**src/rtl/wb_pkg.sv**
```systemverilog
// Shared types and the address decoder for the multi-channel Wishbone master.
package wb_pkg;

  localparam int WB_DW = 32;

  typedef enum logic [1:0] {
    IDLE   = 2'd0,
    ACCESS = 2'd1,
    RESP   = 2'd2
  } wb_state_t;

  typedef struct packed {
    logic       hit;
    logic [3:0] idx;
  } decode_t;

  // Splits a byte address into {in-window hit, slave index}. The window is
  // every address whose bits above the index field match the base address;
  // an index at or beyond the slave count is treated as a miss.
  function automatic decode_t region_decode(input logic [31:0] addr,
                                            input logic [31:0] base,
                                            input int          region_bits,
                                            input int          n_slaves);
    decode_t d;
    int      idx_w;
    int      idx_v;
    idx_w = (n_slaves > 2) ? $clog2(n_slaves) : 1;
    d.hit = 1'b1;
    for (int i = 0; i < 32; i++) begin
      if ((i >= region_bits + idx_w) && (addr[i] != base[i])) d.hit = 1'b0;
    end
    idx_v = int'((addr >> region_bits) & ((32'd1 << idx_w) - 32'd1));
    d.idx = idx_v[3:0];
    d.hit = d.hit && (idx_v < n_slaves);
    return d;
  endfunction

endpackage

```
**src/rtl/wb_timeout_counter.sv**
```systemverilog
// Per-access wait counter with terminal-count flag, plus a saturating
// count of how many accesses have been aborted by timeout.
module wb_timeout_counter #(
  parameter int LIMIT = 255
) (
  input  logic       clk,
  input  logic       rst,
  input  logic       clr,
  input  logic       en,
  input  logic       evt,
  output logic       tc,
  output logic [7:0] evt_cnt
);

  logic [7:0] cnt;

  // Wait counter: cleared while idle, counts every strobe cycle.
  always_ff @(posedge clk or posedge rst) begin
    if (rst) cnt <= 8'd0;
    else if (clr) cnt <= 8'd0;
    else if (en && (cnt != 8'hFF)) cnt <= cnt + 8'd1;
  end

  // The flag marks the last permitted strobe cycle, so the access is cut
  // off after exactly LIMIT strobe cycles.
  assign tc = (cnt == 8'(LIMIT - 1));

  // Timeout event counter, sticks at 255.
  always_ff @(posedge clk or posedge rst) begin
    if (rst) evt_cnt <= 8'd0;
    else if (evt && (evt_cnt != 8'hFF)) evt_cnt <= evt_cnt + 8'd1;
  end

endmodule

```
**src/rtl/wb_master_nch.sv**
```systemverilog
// Wishbone classic master: one registered bus cycle per core request,
// routed to one of N_SLAVES equal address regions by a one-hot CYC.
module wb_master_nch
  import wb_pkg::*;
#(
  parameter int          N_SLAVES    = 4,
  parameter int          ADR_W       = 16,
  parameter logic [31:0] BASE_ADDR   = 32'h8000_0000,
  parameter int          REGION_BITS = 16,
  parameter int          TIMEOUT     = 255,
  parameter logic [31:0] ERR_DATA    = 32'hDEAD_BEEF
) (
  input  logic                      clk_i,
  input  logic                      rst_i,
  input  logic                      mem_req_i,
  input  logic [3:0]                mem_we_i,
  input  logic [31:0]               mem_addr_i,
  input  logic [31:0]               mem_data_i,
  output logic [31:0]               mem_data_o,
  output logic                      mem_valid_o,
  output logic                      mem_err_o,
  output logic                      mem_busy_o,
  output logic [ADR_W-1:0]          wb_adr_o,
  output logic [31:0]               wb_dat_o,
  output logic                      wb_we_o,
  output logic [3:0]                wb_sel_o,
  output logic                      wb_stb_o,
  output logic [N_SLAVES-1:0]       slv_cyc_o,
  input  logic [N_SLAVES-1:0]       slv_ack_i,
  input  logic [WB_DW*N_SLAVES-1:0] slv_dat_i,
  output logic [7:0]                timeout_cnt_o
);

  wb_state_t             state, state_nxt;
  decode_t               dec;
  logic [3:0]            idx_q, idx_nxt;
  logic                  ack_sel, tc, to_evt;
  logic [WB_DW-1:0]      rd_sel;
  logic [ADR_W-1:0]      adr_nxt;
  logic [31:0]           dat_nxt, data_nxt;
  logic                  we_nxt, stb_nxt, valid_nxt, err_nxt;
  logic [3:0]            sel_nxt;
  logic [N_SLAVES-1:0]   cyc_nxt;

  assign dec        = region_decode(mem_addr_i, BASE_ADDR, REGION_BITS, N_SLAVES);
  assign mem_busy_o = (state != IDLE);

  // Select the addressed slave's ack and read data; other slaves are ignored.
  always_comb begin
    ack_sel = 1'b0;
    rd_sel  = '0;
    for (int k = 0; k < N_SLAVES; k++) begin
      if (idx_q == 4'(k)) begin
        ack_sel = slv_ack_i[k];
        rd_sel  = slv_dat_i[k*WB_DW +: WB_DW];
      end
    end
  end

  wb_timeout_counter #(.LIMIT(TIMEOUT)) u_timeout (
    .clk     (clk_i),
    .rst     (rst_i),
    .clr     (state == IDLE),
    .en      (state == ACCESS),
    .evt     (to_evt),
    .tc      (tc),
    .evt_cnt (timeout_cnt_o)
  );

  // State register.
  always_ff @(posedge clk_i or posedge rst_i) begin
    if (rst_i) state <= IDLE;
    else       state <= state_nxt;
  end

  // Next-state logic; an ack on the terminal cycle counts as success.
  always_comb begin
    state_nxt = state;
    case (state)
      IDLE:    if (mem_req_i) state_nxt = dec.hit ? ACCESS : RESP;
      ACCESS:  if (ack_sel || tc) state_nxt = RESP;
      RESP:    state_nxt = IDLE;
      default: state_nxt = IDLE;
    endcase
  end

  // Next values of the registered bus and completion outputs.
  always_comb begin
    adr_nxt   = wb_adr_o;
    dat_nxt   = wb_dat_o;
    we_nxt    = wb_we_o;
    sel_nxt   = wb_sel_o;
    idx_nxt   = idx_q;
    cyc_nxt   = slv_cyc_o;
    stb_nxt   = wb_stb_o;
    valid_nxt = 1'b0;
    err_nxt   = mem_err_o;
    data_nxt  = mem_data_o;
    to_evt    = 1'b0;
    case (state)
      IDLE: begin
        if (mem_req_i) begin
          adr_nxt = mem_addr_i[ADR_W-1:0];
          dat_nxt = mem_data_i;
          we_nxt  = |mem_we_i;
          sel_nxt = (|mem_we_i) ? mem_we_i : 4'hF;
          idx_nxt = dec.idx;
          if (dec.hit) begin
            for (int k = 0; k < N_SLAVES; k++) cyc_nxt[k] = (dec.idx == 4'(k));
            stb_nxt = 1'b1;
          end else begin
            valid_nxt = 1'b1;
            err_nxt   = 1'b1;
            data_nxt  = ERR_DATA;
          end
        end
      end
      ACCESS: begin
        if (ack_sel) begin
          cyc_nxt   = '0;
          stb_nxt   = 1'b0;
          valid_nxt = 1'b1;
          err_nxt   = 1'b0;
          data_nxt  = wb_we_o ? 32'd0 : rd_sel;
        end else if (tc) begin
          cyc_nxt   = '0;
          stb_nxt   = 1'b0;
          valid_nxt = 1'b1;
          err_nxt   = 1'b1;
          data_nxt  = ERR_DATA;
          to_evt    = 1'b1;
        end
      end
      default: ;
    endcase
  end

  // Output registers; reset clears every output, aborting any bus cycle.
  always_ff @(posedge clk_i or posedge rst_i) begin
    if (rst_i) begin
      wb_adr_o    <= '0;
      wb_dat_o    <= '0;
      wb_we_o     <= 1'b0;
      wb_sel_o    <= 4'h0;
      idx_q       <= 4'h0;
      slv_cyc_o   <= '0;
      wb_stb_o    <= 1'b0;
      mem_valid_o <= 1'b0;
      mem_err_o   <= 1'b0;
      mem_data_o  <= '0;
    end else begin
      wb_adr_o    <= adr_nxt;
      wb_dat_o    <= dat_nxt;
      wb_we_o     <= we_nxt;
      wb_sel_o    <= sel_nxt;
      idx_q       <= idx_nxt;
      slv_cyc_o   <= cyc_nxt;
      wb_stb_o    <= stb_nxt;
      mem_valid_o <= valid_nxt;
      mem_err_o   <= err_nxt;
      mem_data_o  <= data_nxt;
    end
  end

endmodule

```
**config.mk**
```make
export PLATFORM = sky130hd
export DESIGN_NAME = wb_master_nch
export DESIGN_NICKNAME = d
export VERILOG_FILES = /design/src/rtl/wb_pkg.sv /design/src/rtl/wb_timeout_counter.sv /design/src/rtl/wb_master_nch.sv
export SDC_FILE = /design/constraint.sdc
export NUM_CORES = 1
export LEC_CHECK = 0
export BUFFER_PORTS_ARGS = -buffer_cell sky130_fd_sc_hd__buf_2
export CAP_MARGIN = 10
export CORE_AREA = 5 5 116 118
export DETAILED_ROUTE_END_ITERATION = 10
export DIE_AREA = 0 0 121 123
export PLACE_DENSITY = 0.81
export SETUP_SLACK_MARGIN = 0.1
export SYNTH_ARGS = -nofsm -noshare
export SYNTH_HDL_FRONTEND = slang
export SYNTH_HIERARCHICAL = 1
export SYNTH_SLANG_ARGS = --single-unit
```
**constraint.sdc**
```tcl
create_clock -name clk_i -period 6.4 [get_ports clk_i]
set_input_delay 0 -clock clk_i [delete_from_list [all_inputs] [get_ports clk_i]]
set_output_delay 0 -clock clk_i [all_outputs]
set_load 0.05 [all_outputs]
```
==> flow_metrics.env <==
export IMPL_run_status="complete, no violations"
export IMPL_cp_cell_sequence="buf_4, mux4_2, nand2_1, nor2_1, a22o_1"
export IMPL_place_congestion=0.958
export IMPL_critPathMaxStageDelay_ns=0.67
export IMPL_kind_of_cell_with_the_highest_combined_delay_on_the_critical_path="simple AND/OR/NAND/NOR gates"
export IMPL_postRouteWirelength_um=16800
export IMPL_worst_endpoint_arrival_ns=3.10
export IMPL_clock_path_buffers=2
export IMPL_unrepaired_setup_endpoints_after_global_routing="no"
export IMPL_worst_path_max_fanout=34
export IMPL_synth_top_cell_area_share_pct=51.3
export IMPL_floorplan_rows=41
export IMPL_start_util_pct=44.2
export IMPL_hold_worst_slack_ns=0.0854
export IMPL_cts_tree="yes"
export IMPL_layout_common_cells="303 x sky130_fd_sc_hd__buf_2, 111 x sky130_fd_sc_hd__dfrtp_1, 57 x sky130_fd_sc_hd__dlygate4sd3_1"
export IMPL_worst_clock_skew_ns=0.00623
export IMPL_final_antenna_net_count=0
export IMPL_ir_worst_vdd_v=0.000141
export IMPL_route_detailed_wl_per_inst_um=18.1
export IMPL_synth_yosys_warnings=6
export IMPL_period_needed_ns=2.86
export IMPL_timing_slew_headroom_pct=41.3
export IMPL_layout_commonest_cell="sky130_fd_sc_hd__buf_2"
export IMPL_postSynth_asyncResetShare_pct=100
export IMPL_fin_nets=955
export IMPL_cp_num_buf_inv=1
export IMPL_area_of_the_die_um2=14900
export IMPL_clkTransAtPathRegs_ns=0.07
export IMPL_worstMarginPinSlew_ns=0.878
export IMPL_port_buf_inserts=303
export IMPL_chipHeight_um=123
export IMPL_hp_class="in -> reg"
export IMPL_yosys_register_bits=112
export IMPL_insertion_delay_ns=0.35
export IMPL_critical_path_slowest_cell="sky130_fd_sc_hd__nand2_1"
export IMPL_die_wd_um=121
export IMPL_first_pass_iters=4
export IMPL_yosysSeqAreaShare_pct=51.3
export IMPL_total_gr_overflow=0
export IMPL_postSynthNetCount=603
export IMPL_dr_wl_met3_um=1050
export IMPL_wl_met2_um=9380
export IMPL_power_density_nw_per_um2=233
export IMPL_viasPerCell=5.25
export IMPL_synthCells=397
export IMPL_synth_area_um2=5460
export IMPL_fin_setup_tns_ns=0
export IMPL_cap_viol_max_count=0
export IMPL_crit_path_start_kind="flop"
export IMPL_cts_sinks=112
export IMPL_grt_pass1_vias=5325
export IMPL_top_level_pins=304
export IMPL_syn_mean_instance_area_um2=13.8
export IMPL_synth_cell_type_count=47
export IMPL_detailedRoute_firstIterationViolations=284
export IMPL_grt_pass1_wl_um=26100
export IMPL_max_freq_ghz=0.350
export IMPL_report_final_slew_viol_count=0
export IMPL_end_kind="flop"
export IMPL_grt_start_max_net_pins=97
export IMPL_drt_drc_violations_left=0
export IMPL_critical_path_class="reg -> reg"
export IMPL_post_route_cells_drive_above_1_share_pct=55.4
export IMPL_cts_max_level=3
export IMPL_dr_total_vias=4861
export IMPL_num_antenna_cells=0
export IMPL_power_leakage_nw=3.70
export IMPL_synth_edff_count=0
export IMPL_post_synth_top_area_cell="sky130_fd_sc_hd__dfrtp_1"
export IMPL_netlist_top_cells_area="sky130_fd_sc_hd__dfrtp_1 51%, sky130_fd_sc_hd__mux4_2 14%, sky130_fd_sc_hd__mux2_2 11%, sky130_fd_sc_hd__o22a_1 3.8%, sky130_fd_sc_hd__nor2b_1 3.2%"
export IMPL_routedLengthMet1_um=5940
export IMPL_number_of_hold_violations_in_the_final_report=0
export IMPL_syn2layout_area_growth_pct=46.3
export IMPL_cts_buffers=9
export IMPL_layout_worst_path_cycle_share_pct=44.7
export IMPL_grt_util_all_layers_pct=22.4
export IMPL_cts_repair_resized=0
export IMPL_cts_repair_timing_setup_buffer_count=0
export IMPL_yosys_most_used_dff="sky130_fd_sc_hd__dfrtp_1"
export IMPL_core_region_area_um2=12400
export IMPL_timing_final_setup_violations=0
export IMPL_hpwl_um=12400
export IMPL_antenna_violations_before_repair=1
export IMPL_crit_required_ns=6.64
export IMPL_cts_root_buffer="sky130_fd_sc_hd__clkbuf_16"
export IMPL_highest_signal_layer="met5"
-- power by group --
| group | switching, mW | internal [mW] | leakage, nW |
|---|---|---|---|
| sequential | 0.0262 | 0.759 | 1.29 |
| combinational | 0.324 | 0.224 | 2.26 |
| clock | 0.255 | 0.277 | 0.141 |
-- synth_stat cells, types with 2 or more instances --
cell	count
sky130_fd_sc_hd__a21oi_1	12
sky130_fd_sc_hd__a22o_1	10
sky130_fd_sc_hd__a31oi_1	3
sky130_fd_sc_hd__a32o_1	2
sky130_fd_sc_hd__a41oi_1	3
sky130_fd_sc_hd__and3_1	3
sky130_fd_sc_hd__and4_1	4
sky130_fd_sc_hd__buf_1	2
sky130_fd_sc_hd__buf_2	4
sky130_fd_sc_hd__buf_6	3
sky130_fd_sc_hd__clkbuf_1	15
sky130_fd_sc_hd__dfrtp_1	112
sky130_fd_sc_hd__ha_1	3
sky130_fd_sc_hd__inv_1	9
sky130_fd_sc_hd__mux2_1	3
sky130_fd_sc_hd__mux2_2	52
sky130_fd_sc_hd__mux4_2	33
sky130_fd_sc_hd__nand2_1	4
sky130_fd_sc_hd__nand3_1	6
sky130_fd_sc_hd__nand4_1	4
sky130_fd_sc_hd__nor2_1	19
sky130_fd_sc_hd__nor2b_1	28
sky130_fd_sc_hd__nor3_1	9
sky130_fd_sc_hd__nor4_1	3
sky130_fd_sc_hd__o21a_1	3
sky130_fd_sc_hd__o21bai_1	3
sky130_fd_sc_hd__o22a_1	24
sky130_fd_sc_hd__xnor2_1	2
-- final timing paths --
check / from / to / slack, ns / cells after the start
max: idx_q[0] / mem_data_o[29] / 3.54 / 5
min: slv_dat_i[36] / mem_data_o[4] / 0.09 / 3
max reg2reg: idx_q[0] / mem_data_o[29] / 3.54 / 5
min reg2reg: slv_cyc_o[1] / slv_cyc_o[1] / 0.49 / 1
max in group asynchronous: rst_i / wb_adr_o[9] / 5.49 / 4
min in group asynchronous: rst_i / slv_cyc_o[0] / 0.28 / 3
-- metal layers --
layer	vias up	GRT usage (%)
met4	2	7.44
met5	-	0
met2	199	41.8
met3	28	5.31
met1	2414	25.1
li1	2218	-
-- flip-flops by register name, summed over array words and instances (netlist names) --
register and flops:
mem_err_o 1, mem_data_o 32, mem_valid_o 1, u_timeout/cnt 8, wb_sel_o 4, wb_dat_o 32
wb_stb_o 1, wb_we_o 1, idx_q 2, state 2, wb_adr_o 16, u_timeout/evt_cnt 8
slv_cyc_o 4
-- timing repair --
action / in CTS / in global routing
hold endpoints to repair: 73 / 0
hold buffers: 57 / 0
setup endpoints to repair: 0 / 0
-- per-stage QoR --
stage / instance area [um^2] / total power [mW] / setup WS, ns / cells / util (%)
6_report: 7990 / 1.87 / 3.54 / 926 / 64.6
5_1_grt: 7990 / 1.95 / 3.30 / 926 / 64.6
4_1_cts: 7960 / 1.88 / 3.49 / 925 / 64.4
3_5_place_dp: 7110 / 1.32 / 3.51 / 852 / 57.5
3_3_place_gp: 7110 / 1.30 / 3.66 / 852 / 57.5
2_1_floorplan: 5460 / 1.17 / 3.89 / 397 / -
-- cell type report --
class	count	area, um^2
Tap cell	172	215
Inverter	10	42.5
Timing Repair Buffer	365	2140
Clock inverter	6	42.5
Clock buffer	10	239
Sequential cell	112	2800
Multi-Input combinational cell	251	2500
Fill cell	940	4370
-- worst reg2reg max path, cell delays in order (launching register included) --
cell and delay [ns]:
sky130_fd_sc_hd__dfrtp_2 0.34, sky130_fd_sc_hd__buf_4 0.49, sky130_fd_sc_hd__mux4_2 0.64, sky130_fd_sc_hd__nand2_1 0.67, sky130_fd_sc_hd__nor2_1 0.33, sky130_fd_sc_hd__a22o_1 0.27
-- kinds of logic (layout without fill, tap and decap cells) --
kind of cell | count (synthesis) | after routing | synth area share [%]
and+or+nand+nor | 90 | 90 | 9.62
xor gates and xnor gates | 2 | 2 | 0.321
adders and majority gates | 3 | 3 | 0.687
AOI/OAI and AO/OA | 67 | 67 | 10.1
muxes | 89 | 89 | 25.1
buffers and inverters | 34 | 391 | 2.89
DFF | 112 | 112 | 51.3
No activity file was read; power rests on OpenSTA's default activity.
